===== config.mk =====
export PLATFORM = sky130hd
export DESIGN_NAME = control_sequencer
export DESIGN_NICKNAME = d
export VERILOG_FILES = /design/src/rtl/control_sequencer.sv
export SDC_FILE = /design/constraint.sdc
export NUM_CORES = 1
export LEC_CHECK = 0
export CORE_MARGIN = 10
export CORE_UTILIZATION = 37
export CTS_CLUSTER_DIAMETER = 60
export DETAILED_ROUTE_END_ITERATION = 10
export PLACE_DENSITY_LB_ADDON = 0.3
export SLEW_MARGIN = 20
export SYNTH_ARGS = -nofsm -noshare
export SYNTH_HDL_FRONTEND = slang
export SYNTH_SLANG_ARGS = --single-unit
export TNS_END_PERCENT = 1

===== constraint.sdc =====
create_clock -name clk -period 2.8 [get_ports clk]
set_input_delay 0.84 -clock clk [delete_from_list [all_inputs] [get_ports clk]]
set_output_delay 0.84 -clock clk [all_outputs]
set_load 0.01 [all_outputs]

===== src/rtl/control_sequencer.sv =====
// control_sequencer: T-state ring counter and opcode decoder for an 8-bit bus computer.
// It drives the load and drive strobes of the PC, MAR, RAM, IR, A, ALU, B and OUT registers.
// Only one register drives the shared bus in any cycle.
//
// Ports:
//   clk     system clock, rising edge
//   clr     asynchronous active-high reset: T0, not halted
//   opcode  IR upper nibble, decoded in T3..T5
//   hold    pause: T-state frozen, all strobes idle
//   POb MIb ROb IIb IOb AIb AOb BIb SOb OIb   active-low strobes
//   PCE SU  active-high strobes (PC increment, ALU subtract)
//   halted  set once HLT executes, cleared only by clr
//   tstate  one-hot T-state, bit0 = T0
//
// Strobes are a combinational decode of tstate/opcode/hold/halted.
// Target registers consume them on the next rising edge.
//
// Build option: define SEQ_EARLY_END_EN to return to T0 after the last useful
// T-state of each instruction (NOP/OUT after T3, LDA after T4).
module control_sequencer #(
    parameter int unsigned T_STATES = 6,
    parameter int unsigned OPC_W    = 4
) (
    input  logic                clk,
    input  logic                clr,
    input  logic [OPC_W-1:0]    opcode,
    input  logic                hold,
    output logic                POb,
    output logic                PCE,
    output logic                MIb,
    output logic                ROb,
    output logic                IIb,
    output logic                IOb,
    output logic                AIb,
    output logic                AOb,
    output logic                BIb,
    output logic                SOb,
    output logic                SU,
    output logic                OIb,
    output logic                halted,
    output logic [T_STATES-1:0] tstate
);

    localparam logic [T_STATES-1:0] T0 = T_STATES'(6'b000001);
    localparam logic [T_STATES-1:0] T1 = T_STATES'(6'b000010);
    localparam logic [T_STATES-1:0] T2 = T_STATES'(6'b000100);
    localparam logic [T_STATES-1:0] T3 = T_STATES'(6'b001000);
    localparam logic [T_STATES-1:0] T4 = T_STATES'(6'b010000);
    localparam logic [T_STATES-1:0] T5 = T_STATES'(6'b100000);

    localparam logic [OPC_W-1:0] OP_LDA = OPC_W'(4'b0000);
    localparam logic [OPC_W-1:0] OP_ADD = OPC_W'(4'b0001);
    localparam logic [OPC_W-1:0] OP_SUB = OPC_W'(4'b0010);
    localparam logic [OPC_W-1:0] OP_OUT = OPC_W'(4'b1110);
    localparam logic [OPC_W-1:0] OP_HLT = OPC_W'(4'b1111);

    logic [T_STATES-1:0] tstate_nx;
    logic                halted_nx;
    logic                is_lda, is_add, is_sub, is_out, is_hlt, is_nop;
    logic                run;
    logic                last_state;

    // Opcode class decode
    always_comb begin
        is_lda = (opcode == OP_LDA);
        is_add = (opcode == OP_ADD);
        is_sub = (opcode == OP_SUB);
        is_out = (opcode == OP_OUT);
        is_hlt = (opcode == OP_HLT);
        is_nop = !(is_lda || is_add || is_sub || is_out || is_hlt);
        run    = !hold && !halted;
    end

    // State register
    always_ff @(posedge clk or posedge clr) begin
        if (clr) begin
            tstate <= T0;
            halted <= 1'b0;
        end else begin
            tstate <= tstate_nx;
            halted <= halted_nx;
        end
    end

    // Next-state: rotate the ring, freeze on hold/halt, park at T3 on HLT
    always_comb begin
        tstate_nx = tstate;
        halted_nx = halted;
`ifdef SEQ_EARLY_END_EN
        last_state = ((tstate == T3) && (is_nop || is_out)) ||
                     ((tstate == T4) && is_lda);
`else
        last_state = 1'b0;
`endif
        if (run) begin
            if ((tstate == T3) && is_hlt) begin
                halted_nx = 1'b1;
            end else if (last_state) begin
                tstate_nx = T0;
            end else begin
                tstate_nx = {tstate[T_STATES-2:0], tstate[T_STATES-1]};
            end
        end
    end

    // Strobe decode; the idle word is the default and is forced by hold/halted
    always_comb begin
        POb = 1'b1;
        PCE = 1'b0;
        MIb = 1'b1;
        ROb = 1'b1;
        IIb = 1'b1;
        IOb = 1'b1;
        AIb = 1'b1;
        AOb = 1'b1;
        BIb = 1'b1;
        SOb = 1'b1;
        SU  = 1'b0;
        OIb = 1'b1;
        if (run) begin
            case (tstate)
                T0: begin
                    POb = 1'b0;
                    MIb = 1'b0;
                end
                T1: PCE = 1'b1;
                T2: begin
                    ROb = 1'b0;
                    IIb = 1'b0;
                end
                T3: begin
                    if (is_lda || is_add || is_sub) begin
                        IOb = 1'b0;
                        MIb = 1'b0;
                    end else if (is_out) begin
                        AOb = 1'b0;
                        OIb = 1'b0;
                    end
                end
                T4: begin
                    if (is_lda) begin
                        ROb = 1'b0;
                        AIb = 1'b0;
                    end else if (is_add || is_sub) begin
                        ROb = 1'b0;
                        BIb = 1'b0;
                    end
                end
                T5: begin
                    if (is_add || is_sub) begin
                        SOb = 1'b0;
                        AIb = 1'b0;
                        SU  = is_sub;
                    end
                end
                default: ;
            endcase
        end
    end

endmodule


==> results of run 1 <==
==> state kept, by name, indices dropped and copies added (netlist names) <==
register / count
tstate: 6
halted: 1
==> report_power, final <==
part	leakage [nW]	internal, mW	switching [mW]
clock	0.0150	0.0542	0.0348
combinational	0.318	0.311	0.287
sequential	0.0921	0.147	0.0290
total	0.425	0.513	0.351
==> stage by stage <==
stage                     worst slack, ps  hold slack (ps)  setup TNS [ps]  util [%]  cells
final                                -147              597            -327      75.8    118
after global routing                 -176              640            -515      75.8    118
after CTS                            -200              597            -665      72.7    116
after detailed placement             -869              577           -8200      69.3    111
after global placement               -828              549           -7860      69.3    111
after floorplan                     -4.49              534           -8.99         -     55
==> layer usage <==
metal / share of wire, % / routed length, um
met3: 3.8 / 72
met2: 52 / 979
met1: 40 / 743
met5: 0 / 0
met4: 4.2 / 79
==> cell usage after synthesis (all sizes together) <==
cell / number / share of area [%]
nand4b: 1 / 1.8
clkbuf: 1 / 0.77
dfstp: 1 / 5.4
nor4: 2 / 2.6
nand2b: 3 / 3.9
inv: 3 / 2.3
nand3: 1 / 1.0
or2b: 1 / 1.5
xnor2: 1 / 1.8
a22o: 1 / 1.8
nor3b: 2 / 3.1
nor3: 4 / 4.1
a211o: 2 / 3.6
mux2: 3 / 6.9
o41ai: 1 / 3.3
nor2: 4 / 3.1
o21ai: 4 / 4.1
buf: 1 / 1.5
or4: 5 / 8.5
nand2: 5 / 3.9
dfrtp: 6 / 31
a21o: 1 / 1.5
or2: 1 / 1.3
a31oi: 1 / 1.3
==> what timing repair did <==
item                       CTS  global route
setup endpoints to repair   12            11
gates resized for setup     60            14
gates cloned                 0             0
pin swaps                    4             6
buffers inserted             1             2
==> worst reg2reg max path: stages (launching register included) <==
cell and delay [ps]:
dfrtp_1 380, or4_4 600, o41ai_2 440, mux2_1 350
==> logic make-up after synthesis <==
logic type / count (synthesis) / share of synthesized area, %
compound gates: 10 / 15.7
mux: 3 / 6.94
xor+xnor: 1 / 1.80
flops: 7 / 36.2
buf+inv: 5 / 4.63
simple gates: 29 / 34.7
==> area by class of cell <==
| cell class | instances | area share [%] |
|---|---|---|
| Sequential cell | 7 | 18.3 |
| Multi-Input combinational cell | 43 | 37.2 |
| Tap cell | 15 | 1.95 |
| Clock buffer | 4 | 2.73 |
| Inverter | 3 | 1.17 |
| Timing Repair Buffer | 46 | 38.6 |
==> how the worst max path moves through the flow <==
stage                    from  end  slack (ps)
finish              opcode[3]  BIb        -150
global route        opcode[3]  BIb        -180
CTS                      hold  BIb        -200
detailed placement  opcode[3]  BIb        -870
global placement    opcode[3]  SOb        -830
floorplan           opcode[3]  BIb          -4
==> out/metrics.cfg, run 1 <==
[run_status]
status = complete, but fails checks
failed_checks = negative setup slack

[synthesis]
syn_nets = 62
synth_warnings = 0
synth-seq-area-share_pct = 36.2
syn_inst = 55
avgSynthCellArea_um2 = 8.85
syn_area_um2 = 487
synth-seq-cells = 7
ys_types = 26

[worst_setup_path]
arrival_ps = 2110
worst_path_largest_cell_delay_ps = 530
worstRegToRegCells = 3
rr_startpoint = tstate[5]$_DFFE_PP0P_
reg2reg_to = tstate[4]$_DFFE_PP0P_
crit_path_end_kind = output pin
worst-setup-path-type = in2out
required_ps = 1960
crit_family = simple AND/OR/NAND/NOR gates
worst-path-stages = 4
crit_chain = buf_8, or4_4, or4_1, buf_2
slowest_stage = or4_1
path_buf_inv = 2
crit_path_start_kind = input pin
cp_max_fo = 3
rrSetupSlack_ps = 910

[clocking]
clkTransAtPathRegs_ps = 50
clk_latency_ps = 250
clkSinkCount = 7
cts_tree = yes
cts_hold_buf = 0
cts_root_buf = clkbuf_4
numCtsBuffers = 3
cts_buffer_depth = 2
cts.htree.levels = 1

[global_routing]
global_route.usage.met2_pct = 18.9
grt.met1_usage_pct = 11.1
grt.busiest_layer = met2
grt_max_degree = 8
grt_pass1_wl_um = 2900
track_usage_pct = 11.1
overflow = 0
antenna_found_initial = 0
first_global_vias = 646
met3_usage_pct = 2.92

[hold_path]
hold_end = halted$_DFFE_PP0P_
min_path_cells = 2
hp-class = reg2reg
hold_start = halted$_DFFE_PP0P_

[pwr]
power_mw = 0.863
power.density_nw_per_um2 = 897
power.leakage_nw = 0.425
peakVddDrop_v = 0.000679

[drt]
viasPerCell = 5.24
drc_errors = 0
routed_wl_um = 1880
avgRoutedWirePerCell_um = 15.9
drtIter0Drc = 7
dr.pass1.iters = 4
ant_nets = 0
num_vias = 618

[die]
rows = 13
die_w_um = 56.3
die_h_um = 56.3
dieArea_um2 = 3170
fp.coreArea_um2 = 1270
start_util_pct = 38.4
io-pin-count = 26

[finish]
fill_cells = 83
drive_gt1_share_pct = 50.5
nets = 111
regArea_um2 = 176
multi_input_area_um2 = 358
final_area_um2 = 962
syn_to_final_growth_pct = 97.7
antennaDiodeCount = 0
mostFrequentLayoutCell = buf_4
final_cell_mix = buf_4 (19), clkdlybuf4s50_1 (8), buf_2 (8), dfrtp_1 (6)

[timing]
max_freq_ghz = 0.339
setup_violations = 3
hold_viol = 0
finalMaxSlewViolations = 0
fin_crit_sh_pct = 105
clock_skew_ps = 1.18
tightestPinTransition_ps = 331
rsz0062_at_grt = yes
finalCriticalPeriod_ps = 2950
worst_slack_ps = -147
timing.slew.headroom_pct = 77.7

[placement]
port_buffers = 25
placed_cell_area_um2 = 880
gp_congestion = 0.867
hpwl_um = 1360

[run]
maxCapViolCount = 0

No activity file was read; power rests on OpenSTA's default activity.
==> run 2, diff against run 1 <==
- SKIP_CTS_REPAIR_TIMING: not set -> 1
==> run 2 against run 1 <==
  * The flow still finishes with violations (negative setup slack)
  * Non-clock buffer count is the same
  * Combinational power shrank 2%
  * First-iteration DRC count grew 71%
  * Sequential power grew 2%
  * Hold slack gained 1.1 ps
  * Cell count is the same
  * Maximum frequency shrank 1.7%
  * Register-to-register slack is essentially flat
  * Critical path type unchanged
  * Largest power group unchanged
==> out/metrics.cfg, run 2 (same netlist as run 1, synthesis figures left out) <==
[run_status]
status = complete, but fails checks
failed_checks = negative setup slack

[placement]
gp_congestion = 0.867  ; unchanged
port_buffers = 25  ; unchanged
hpwl_um = 1360  ; unchanged
placed_cell_area_um2 = 880  ; unchanged

[finish]
antennaDiodeCount = 0  ; unchanged
final_util_pct = 77.2  ; +1.4 points
largestRegisters = tstate x6, halted x1
fill_cells = 83  ; unchanged
final_cell_mix = buf_4 (20), dlymetal6s2s_1 (9), clkdlybuf4s50_1 (8), dfrtp_1 (6), nand2_1 (5)
drive_gt1_share_pct = 44.7  ; -5.8 points
mostFrequentLayoutCell = buf_4
syn_to_final_growth_pct = 101
final_area_um2 = 980  ; +1.8%
nets = 111  ; unchanged
largest_reg_flops = 6  ; unchanged
regMostFlops = tstate

[global_routing]
overflow = 0  ; unchanged
antenna_found_initial = 0  ; unchanged
first_global_vias = 605  ; -6.3%
grt_pass1_wl_um = 2640  ; -9.0%
grt_max_degree = 8  ; unchanged
track_usage_pct = 10.0  ; -1.1 points

[drt]
viasPerCell = 5.31  ; +1.3%
ant_nets = 0  ; unchanged
avgRoutedWirePerCell_um = 16.2  ; +2.2%
drtIter0Drc = 12  ; +5
routed_wl_um = 1920  ; +2.2%
drc_errors = 0  ; unchanged
dr.pass1.iters = 4  ; unchanged
num_vias = 626  ; +1.3%

[timing]
max_freq_ghz = 0.333  ; -1.7%
rsz0062_at_grt = yes
setup_violations = 7  ; +4
whs_ps = 598  ; +1.07 ps
finalCriticalPeriod_ps = 3000  ; +52.0 ps
fin_crit_sh_pct = 107  ; +1.9 points
timing.slew.headroom_pct = 77.5  ; -0.14 points
clock_skew_ps = 1.20  ; +0.0127 ps
fin_setup_tns_ps = -1110  ; -783 ps
worst_slack_ps = -199  ; -52.0 ps
hold_viol = 0  ; unchanged
tightestPinTransition_ps = 333  ; +2.12 ps
finalMaxSlewViolations = 0  ; unchanged

[die]
io-pin-count = 26  ; unchanged
die_h_um = 56.3  ; unchanged
dieArea_um2 = 3170  ; unchanged
die_w_um = 56.3  ; unchanged
rows = 13  ; unchanged
fp.coreArea_um2 = 1270  ; unchanged
start_util_pct = 38.4  ; unchanged

[pwr]
power_mw = 0.859  ; -0.51%
power.leakage_nw = 0.471  ; +11%
power.density_nw_per_um2 = 877  ; -2.3%
peakVddDrop_v = 0.000673  ; -0.85%

[run]
maxCapViolCount = 0  ; unchanged

[clocking]
clkTransAtPathRegs_ps = 50  ; about the same
cts_buffer_depth = 2  ; unchanged
cts_root_buf = clkbuf_4
clk_latency_ps = 250  ; about the same
clkSinkCount = 7  ; unchanged
cts.htree.levels = 1  ; unchanged
cts_tree = yes
numCtsBuffers = 3  ; unchanged

[worst_setup_path]
worst-setup-path-type = in2out
crit_path_start_kind = input pin
cp-startpoint = hold
arrival_ps = 2160  ; +50 ps
cp_max_fo = 4  ; +1
crit_path_end_kind = output pin
rr_startpoint = tstate[0]$_DFFE_PP1P_
required_ps = 1960  ; about the same

[hold_path]
hold_start = halted$_DFFE_PP0P_
hp-class = reg2reg

==> run 2: worst max-delay path, stage by stage <==
cell and delay, ps:
buf_6 90, or4_4 540, or4_4 550, buf_6 140
==> run 2: power by group <==
part,internal (mW),total [mW],switching [mW],leakage (nW)
Combinational,0.316,0.589,0.274,0.364
Sequential,0.147,0.180,0.0330,0.0921
Clock,0.0542,0.0891,0.0349,0.0150
Total,0.517,0.859,0.342,0.471
==> run 2: metal layers <==
layer | track usage (%) | part of all wire, % | vias to the layer above | routed length, um
met5 | 0 | 0 | - | 0
met4 | 6.19 | 3.6 | 0 | 69
met3 | 2.92 | 5.5 | 8 | 106
met2 | 16.6 | 52 | 29 | 995
met1 | 10.9 | 39 | 291 | 747
li1 | - | - | 298 | -
==> run 2: worst paths after layout <==
kind,to,slack (ps),cells after the start
max,SOb,-200,4
min,halted$_DFFE_PP0P_,600,2
max reg2reg,tstate[4]$_DFFE_PP0P_,910,4
min reg2reg,halted$_DFFE_PP0P_,600,2
max in group asynchronous,tstate[0]$_DFFE_PP1P_,1720,2
min in group asynchronous,tstate[5]$_DFFE_PP0P_,820,2
==> run 2: through the flow <==
step | instances | setup WS, ps
6_report | 118 | -199
5_1_grt | 118 | -223
4_1_cts | 115 | -874
3_5_place_dp | 111 | -869
3_3_place_gp | 111 | -828
2_1_floorplan | 55 | -4.49
==> run 2: area by class of cell <==
class,instances,area (um2),area share (%)
Clock buffer,4,26.3,2.68
Timing Repair Buffer,46,407,41.5
Tap cell,15,18.8,1.92
Sequential cell,7,176,18.0
Multi-Input combinational cell,43,340,34.7
Inverter,3,11.3,1.15
==> run 3, diff against run 2 <==
- SLEW_MARGIN: 20 -> not set
==> results of run 3 <==
Same layout as run 2: the final DEF is identical, and so are final timing and power.
